`src/rtl/vga_capture.sv`:
```
`default_nettype none
// ============================================================================
//  Module      : vga_capture
//  Description : Samples an incoming VGA hs/vs/rgb stream and recovers pixel
//                and line position from the sync edges. It checks line length,
//                declares lock after a run of good lines, and writes a fixed
//                rectangular window of each locked frame into a frame-buffer
//                RAM through a simple write port.
//  Revision    : 1.0 - initial release
// ============================================================================
module vga_capture #(
    parameter int H_TOTAL = 1056,  // expected clocks per line
    parameter int V_TOTAL = 628,   // expected lines per frame
    parameter int WIN_X0  = 516,   // first captured column
    parameter int WIN_W   = 200,   // captured columns per line
    parameter int WIN_Y0  = 252,   // first captured line
    parameter int WIN_H   = 150,   // captured lines per frame
    parameter int LOCK_N  = 4,     // consecutive good lines for lock
    parameter int ADDR_W  = 15     // frame-buffer address width
) (
    input  logic              vga_clk,
    input  logic              rst,
    input  logic              vga_hs,
    input  logic              vga_vs,
    input  logic [7:0]        vga_rgb,
    output logic              wr_en,
    output logic [ADDR_W-1:0] wr_addr,
    output logic [7:0]        wr_data,
    output logic              frame_done,
    output logic              frame_err,
    output logic              lock
);

    // ------------------------------------------------------------------
    // Constants
    // ------------------------------------------------------------------
    localparam logic [10:0] c_HCNT_MAX = 11'd2047;
    localparam logic [9:0]  c_VCNT_MAX = 10'd1023;
    localparam logic [10:0] c_H_LAST   = 11'(H_TOTAL - 1);

    localparam logic [10:0] c_X_BEG    = 11'(WIN_X0);
    localparam logic [10:0] c_X_END    = 11'(WIN_X0 + WIN_W);
    // Rows beyond the frame height can never arrive, so the window is
    // clipped to the frame.
    localparam int          c_Y_END_I  = ((WIN_Y0 + WIN_H) < V_TOTAL) ?
                                         (WIN_Y0 + WIN_H) : V_TOTAL;
    localparam logic [9:0]  c_Y_BEG    = 10'(WIN_Y0);
    localparam logic [9:0]  c_Y_END    = 10'(c_Y_END_I);

    localparam int                  c_GOOD_W    = $clog2(LOCK_N + 1);
    localparam logic [c_GOOD_W-1:0] c_LOCK_N    = c_GOOD_W'(LOCK_N);
    localparam logic [ADDR_W-1:0]   c_LAST_ADDR = ADDR_W'(WIN_W * WIN_H - 1);

    typedef enum logic [1:0] {
        ST_IDLE    = 2'd0,
        ST_ARMED   = 2'd1,
        ST_CAPTURE = 2'd2
    } state_t;

    // ------------------------------------------------------------------
    // Signals
    // ------------------------------------------------------------------
    logic                r_hs;
    logic                r_hs_d;
    logic                r_vs;
    logic                r_vs_d;
    logic [7:0]          r_rgb;
    logic [7:0]          r_rgb_d;

    logic                w_hs_fall;
    logic                w_vs_fall;

    logic [10:0]         r_hcnt;
    logic [9:0]          r_vcnt;

    logic                r_seen_hs;
    logic [c_GOOD_W-1:0] r_good_cnt;
    logic                r_lock;

    state_t              r_state;
    state_t              w_state_nxt;
    logic [ADDR_W-1:0]   r_wr_addr;
    logic [ADDR_W-1:0]   w_wr_addr_nxt;
    logic                w_wr_en;
    logic                w_in_win;
    logic                w_done_nxt;
    logic                w_err_nxt;
    logic                r_frame_done;
    logic                r_frame_err;

    // ------------------------------------------------------------------
    // Input register stage plus one delayed copy for edge detection.
    // The delayed rgb copy lines pixel data up with the recovered hcnt.
    // ------------------------------------------------------------------
    always_ff @(posedge vga_clk or posedge rst) begin
        if (rst) begin
            r_hs    <= 1'b1;
            r_hs_d  <= 1'b1;
            r_vs    <= 1'b1;
            r_vs_d  <= 1'b1;
            r_rgb   <= 8'd0;
            r_rgb_d <= 8'd0;
        end else begin
            r_hs    <= vga_hs;
            r_hs_d  <= r_hs;
            r_vs    <= vga_vs;
            r_vs_d  <= r_vs;
            r_rgb   <= vga_rgb;
            r_rgb_d <= r_rgb;
        end
    end

    assign w_hs_fall = r_hs_d & ~r_hs;
    assign w_vs_fall = r_vs_d & ~r_vs;

    // ------------------------------------------------------------------
    // Pixel counter: cleared by hs falling edge, saturates without wrap
    // so a missing sync is visible as a pinned count.
    // ------------------------------------------------------------------
    always_ff @(posedge vga_clk or posedge rst) begin
        if (rst) begin
            r_hcnt <= 11'd0;
        end else if (w_hs_fall) begin
            r_hcnt <= 11'd0;
        end else if (r_hcnt != c_HCNT_MAX) begin
            r_hcnt <= r_hcnt + 11'd1;
        end
    end

    // ------------------------------------------------------------------
    // Line counter: vs falling edge wins over a coincident hs edge.
    // ------------------------------------------------------------------
    always_ff @(posedge vga_clk or posedge rst) begin
        if (rst) begin
            r_vcnt <= 10'd0;
        end else if (w_vs_fall) begin
            r_vcnt <= 10'd0;
        end else if (w_hs_fall && (r_vcnt != c_VCNT_MAX)) begin
            r_vcnt <= r_vcnt + 10'd1;
        end
    end

    // ------------------------------------------------------------------
    // Line-length check. The first hs edge after reset closes a line of
    // unknown length, so it is never counted as good.
    // ------------------------------------------------------------------
    always_ff @(posedge vga_clk or posedge rst) begin
        if (rst) begin
            r_seen_hs  <= 1'b0;
            r_good_cnt <= '0;
        end else if (w_hs_fall) begin
            r_seen_hs <= 1'b1;
            if (r_seen_hs && (r_hcnt == c_H_LAST)) begin
                if (r_good_cnt != c_LOCK_N) begin
                    r_good_cnt <= r_good_cnt + 1'b1;
                end
            end else begin
                r_good_cnt <= '0;
            end
        end else if (r_hcnt == c_HCNT_MAX) begin
            r_good_cnt <= '0;
        end
    end

    // Registered lock flag derived from the good-line run length
    always_ff @(posedge vga_clk or posedge rst) begin
        if (rst) begin
            r_lock <= 1'b0;
        end else begin
            r_lock <= (r_good_cnt == c_LOCK_N);
        end
    end

    // ------------------------------------------------------------------
    // Capture window decode on the recovered position
    // ------------------------------------------------------------------
    assign w_in_win = (r_hcnt >= c_X_BEG) && (r_hcnt < c_X_END) &&
                      (r_vcnt >= c_Y_BEG) && (r_vcnt < c_Y_END);

    // Capture FSM state register
    always_ff @(posedge vga_clk or posedge rst) begin
        if (rst) begin
            r_state <= ST_IDLE;
        end else begin
            r_state <= w_state_nxt;
        end
    end

    // Capture FSM next-state, write strobe and address/pulse next values
    always_comb begin
        w_state_nxt   = r_state;
        w_wr_addr_nxt = r_wr_addr;
        w_wr_en       = 1'b0;
        w_done_nxt    = 1'b0;
        w_err_nxt     = 1'b0;
        case (r_state)
            ST_IDLE: begin
                if (r_lock) begin
                    w_state_nxt = ST_ARMED;
                end
            end
            ST_ARMED: begin
                if (!r_lock) begin
                    w_state_nxt = ST_IDLE;
                end else if (w_vs_fall) begin
                    w_state_nxt   = ST_CAPTURE;
                    w_wr_addr_nxt = '0;
                end
            end
            ST_CAPTURE: begin
                if (!r_lock) begin
                    // Timing lost mid-frame: abandon and wait for relock
                    w_err_nxt     = 1'b1;
                    w_state_nxt   = ST_IDLE;
                    w_wr_addr_nxt = '0;
                end else if (w_vs_fall) begin
                    // Frame ended early: report it and treat the new vs
                    // as the start of a fresh frame
                    w_err_nxt     = 1'b1;
                    w_wr_addr_nxt = '0;
                end else if (w_in_win) begin
                    w_wr_en = 1'b1;
                    if (r_wr_addr == c_LAST_ADDR) begin
                        w_done_nxt    = 1'b1;
                        w_state_nxt   = ST_ARMED;
                        w_wr_addr_nxt = '0;
                    end else begin
                        w_wr_addr_nxt = r_wr_addr + 1'b1;
                    end
                end
            end
            default: begin
                w_state_nxt   = ST_IDLE;
                w_wr_addr_nxt = '0;
            end
        endcase
    end

    // Write address and one-cycle status pulses
    always_ff @(posedge vga_clk or posedge rst) begin
        if (rst) begin
            r_wr_addr    <= '0;
            r_frame_done <= 1'b0;
            r_frame_err  <= 1'b0;
        end else begin
            r_wr_addr    <= w_wr_addr_nxt;
            r_frame_done <= w_done_nxt;
            r_frame_err  <= w_err_nxt;
        end
    end

    // ------------------------------------------------------------------
    // Outputs
    // ------------------------------------------------------------------
    assign wr_en      = w_wr_en;
    assign wr_addr    = r_wr_addr;
    assign wr_data    = w_wr_en ? r_rgb_d : 8'd0;
    assign frame_done = r_frame_done;
    assign frame_err  = r_frame_err;
    assign lock       = r_lock;

endmodule
`default_nettype wire

```
`config.mk`:
```
export PLATFORM = sky130hd
export DESIGN_NAME = vga_capture
export DESIGN_NICKNAME = d
export VERILOG_FILES = /design/src/rtl/vga_capture.sv
export SDC_FILE = /design/constraint.sdc
export NUM_CORES = 1
export LEC_CHECK = 0
export CAP_MARGIN = 20
export CORE_ASPECT_RATIO = 0.8
export CORE_UTILIZATION = 47
export CTS_CLUSTER_SIZE = 12
export DETAILED_ROUTE_END_ITERATION = 8
export DONT_BUFFER_PORTS = 1
export PLACE_DENSITY = 0.72
export SLEW_MARGIN = 10
export SYNTH_ARGS = -nofsm -noshare
export SYNTH_HDL_FRONTEND = slang
export SYNTH_SLANG_ARGS = --single-unit
```
`constraint.sdc`:
```
create_clock -name vga_clk -period 2.5 [get_ports vga_clk]
set_input_delay 0.375 -clock vga_clk [delete_from_list [all_inputs] [get_ports vga_clk]]
set_output_delay 0.375 -clock vga_clk [all_outputs]
set_load 0.01 [all_outputs]
```
==> reports/metrics.csv <==
metric,value,unit
seq_area_frac_synth,50.3,%
synth_top_area_cell,dfrtp_1,
finalCritPeriodShare,99.2,%
start_util,49.6,%
endpoint_kind,primary output,
ir_worst_vdd,0.300,mV
pwr-share-comb,5.7,%
dp.final_hpwl,4.15,mm
slew-limit-headroom,61.6,%
outcome,completed,
hold_viol_final,0,
areaGrowthSynthToFinish,14.0,%
grt_setup_unrepaired,true,
yosysWarnings,0,
synth_nets,316,
rows,26,
grt_pass1_wl,10.9,mm
power_leakage,1.52,nW
clkLatencyLatePin,0.35,ns
ys_ff_latch,65,
powerDensity,628,nW/µm²
stdcell_count,403,
vias,2320,
firstDrtPassIters,4,
fp.coreArea,6540,µm²
grt_max_degree,48,
synth_edf_count,0,
cts_tree,done,
cpPeakStageDelay,0.45,ns
track_usage,19.4,%
diodes,0,
final_net_count,333,
clock-skew-final,0.00675,ns
io_pins,39,
whs,0.0215,ns
final_layout_size_suffix_gt1_share,21.3,%
die_x,94.9,µm
multi_input_area,1550,µm²
seq_power_share,50.1,%
synthTopCellsByCount,"dfrtp_1, nand2_1, nor2_1, a31oi_1, inv_1",
cp.required,2.12,ns
avgViaCountPerCell,5.76,
grt-ovfl-total,0,
place.gp.congestion,0.841,
postRouteAntennaNets,0,
drc,0,
htree_levels,3,
maxCapViolations,0,
setup_viol,0,
die_area,7240,µm²
dpl.cell_count,381,
wl_per_cell,16.0,µm
async_flop_share,100,%
synth_cells,297,
grt_pass1_vias,2260,
fin_util,56.6,%
yosysUniqueCellTypes,49,
tns,0,ns
worstPathMaxFanout,5,
period_minus_slack,2.48,ns
worstMarginPinSlew,0.572,ns
synth_top_area_share,47.0,%
path_cells,"nor4b_4, o41ai_4, a311oi_2, buf_4, and4_4, and2_1",
cts_root_buffer,clkbuf_8,
crit_slowest_cell,dfrtp_1,
drt-total-wl,6.44,mm
fmax,403,MHz
dpl_worst_slack,0.219,ns
die_y,76.3,µm
clkSinkCount,65,
cts_max_path_buffers,2,
netlist_area,3250,µm²
syn_avg_cell_area,10.9,µm²
clkTransAtPathRegs,0.07,ns
ys.flop_type,dfrtp_1,
p_clk_share,44.2,%
seq_area,1640,µm²
drv_slew,0,
startpoint_type,register,
yosysMostFrequentCell,dfrtp_1,
grt_antenna_before_repair,0,
layout_setup_ws,0.0209,ns
crit_type,register to primary output,
worstPathArrival,2.10,ns
internal_power,0.00173,W
min_path_type,input pin to register,
drt-initial-drc-count,105,
port_buffers,0,
switchingPower,0.000595,W
synthTopCellsByArea,"dfrtp_1, a31oi_4, a31oi_1",
p_sw_share,25.6,%
cts_buffers,9,
fill_cells,537,
area by class of cell:
| type | count | area share, % |
|---|---|---|
| Clock buffer | 9 | 3.35 |
| Multi-Input combinational cell | 209 | 41.8 |
| Sequential cell | 65 | 44.3 |
| Inverter | 13 | 1.32 |
| Clock inverter | 7 | 2.71 |
| Tap cell | 84 | 2.84 |
| Timing Repair Buffer | 16 | 3.65 |
flip-flops by register name, summed over array words and instances (netlist names), 2 cells and up:
signal,cells
r_rgb_d,8
r_vcnt,10
wr_addr,15
r_state,2
r_good_cnt,3
r_rgb,8
r_hcnt,11
power by group through the flow:
stage               Combinational, W  Sequential, W  Clock [W]
finish                      0.000133        0.00116    0.00103
global route                0.000156        0.00117    0.00109
CTS                         0.000136        0.00116    0.00105
detailed placement          0.000122        0.00118          0
global placement            0.000117        0.00118          0
floorplan                   0.000110        0.00116          0
worst max-delay path: cells and delay by family (launching register included):
kind | cells | cell delay (ns)
AND/OR/NAND/NOR | 3 | 0.77
AO/OA/AOI/OAI | 2 | 0.37
flip-flops | 1 | 0.45
buffers and inverters | 1 | 0.17
final timing paths:
check | from | to | slack [ns] | cells past startpoint
hold reg to reg | r_rgb[1]$_DFF_PP0_ | r_rgb_d[1]$_DFF_PP0_ | 0.35 | 0
hold / removal | vga_vs | r_vs$_DFF_PP1_ | 0.02 | 0
setup reg to reg | r_hcnt[7]$_DFFE_PP0P_ | wr_addr[13]$_DFFE_PP0P_ | 0.10 | 7
max in group asynchronous | rst | r_vs_d$_DFF_PP1_ | 1.38 | 3
min in group asynchronous | rst | r_rgb[4]$_DFF_PP0_ | 0.49 | 2
setup / recovery | r_hcnt[10]$_DFFE_PP0P_ | wr_data[2] | 0.02 | 6
through the flow:
step                      instance area, µm²  total power [W]
after floorplan                         3250          0.00127
after global placement                  3380          0.00130
after detailed placement                3380          0.00130
after CTS                               3670          0.00235
after global routing                    3700          0.00242
final                                   3700          0.00232
layout by cell type (no fill, tap or decap), types with 2 or more instances in the layout:
master / count
ha_1: 7
nand2b_1: 8
dfrtp_1: 54
nor4_1: 6
nand2_1: 29
inv_1: 12
a31oi_1: 18
nand3_1: 9
nor2b_1: 3
xor2_1: 8
bufinv_16: 2
dfrtp_2: 7
clkbuf_8: 9
dfstp_2: 4
nand4b_1: 2
and4_4: 2
and2_1: 8
inv_6: 3
nor2_1: 24
o21ai_0: 8
a31oi_4: 9
nor3_1: 8
nand4_1: 6
mux2i_1: 4
or3_1: 4
xnor2_1: 6
a21oi_1: 6
buf_4: 14
and3_1: 7
and2_4: 3
routing by layer:
metal  track usage, %  part of all wire, %
met5                0                    0
met1             25.5                   47
met4             7.12                  1.5
met3             5.99                  4.2
met2             29.9                   47
cell families (layout without fill, tap and decap cells):
| group | count (synthesis) | after routing | synth area share (%) |
|---|---|---|---|
| compound gates | 51 | 51 | 15.3 |
| mux | 5 | 5 | 1.93 |
| buf+inv | 24 | 45 | 3.66 |
| flops | 65 | 65 | 50.3 |
| xor+xnor | 14 | 14 | 3.78 |
| fa+ha+maj | 7 | 7 | 2.70 |
| simple gates | 131 | 132 | 22.3 |
what timing repair did:
action / CTS / global route
pin swaps: 1 / 4
hold buffers: 1 / 0
setup endpoints to repair: 9 / 16
hold endpoints to repair: 15 / 0
resized for setup: 9 / 9
gates cloned: 1 / 0
buffers inserted: 2 / 2
(Power assumes the default switching activity.)
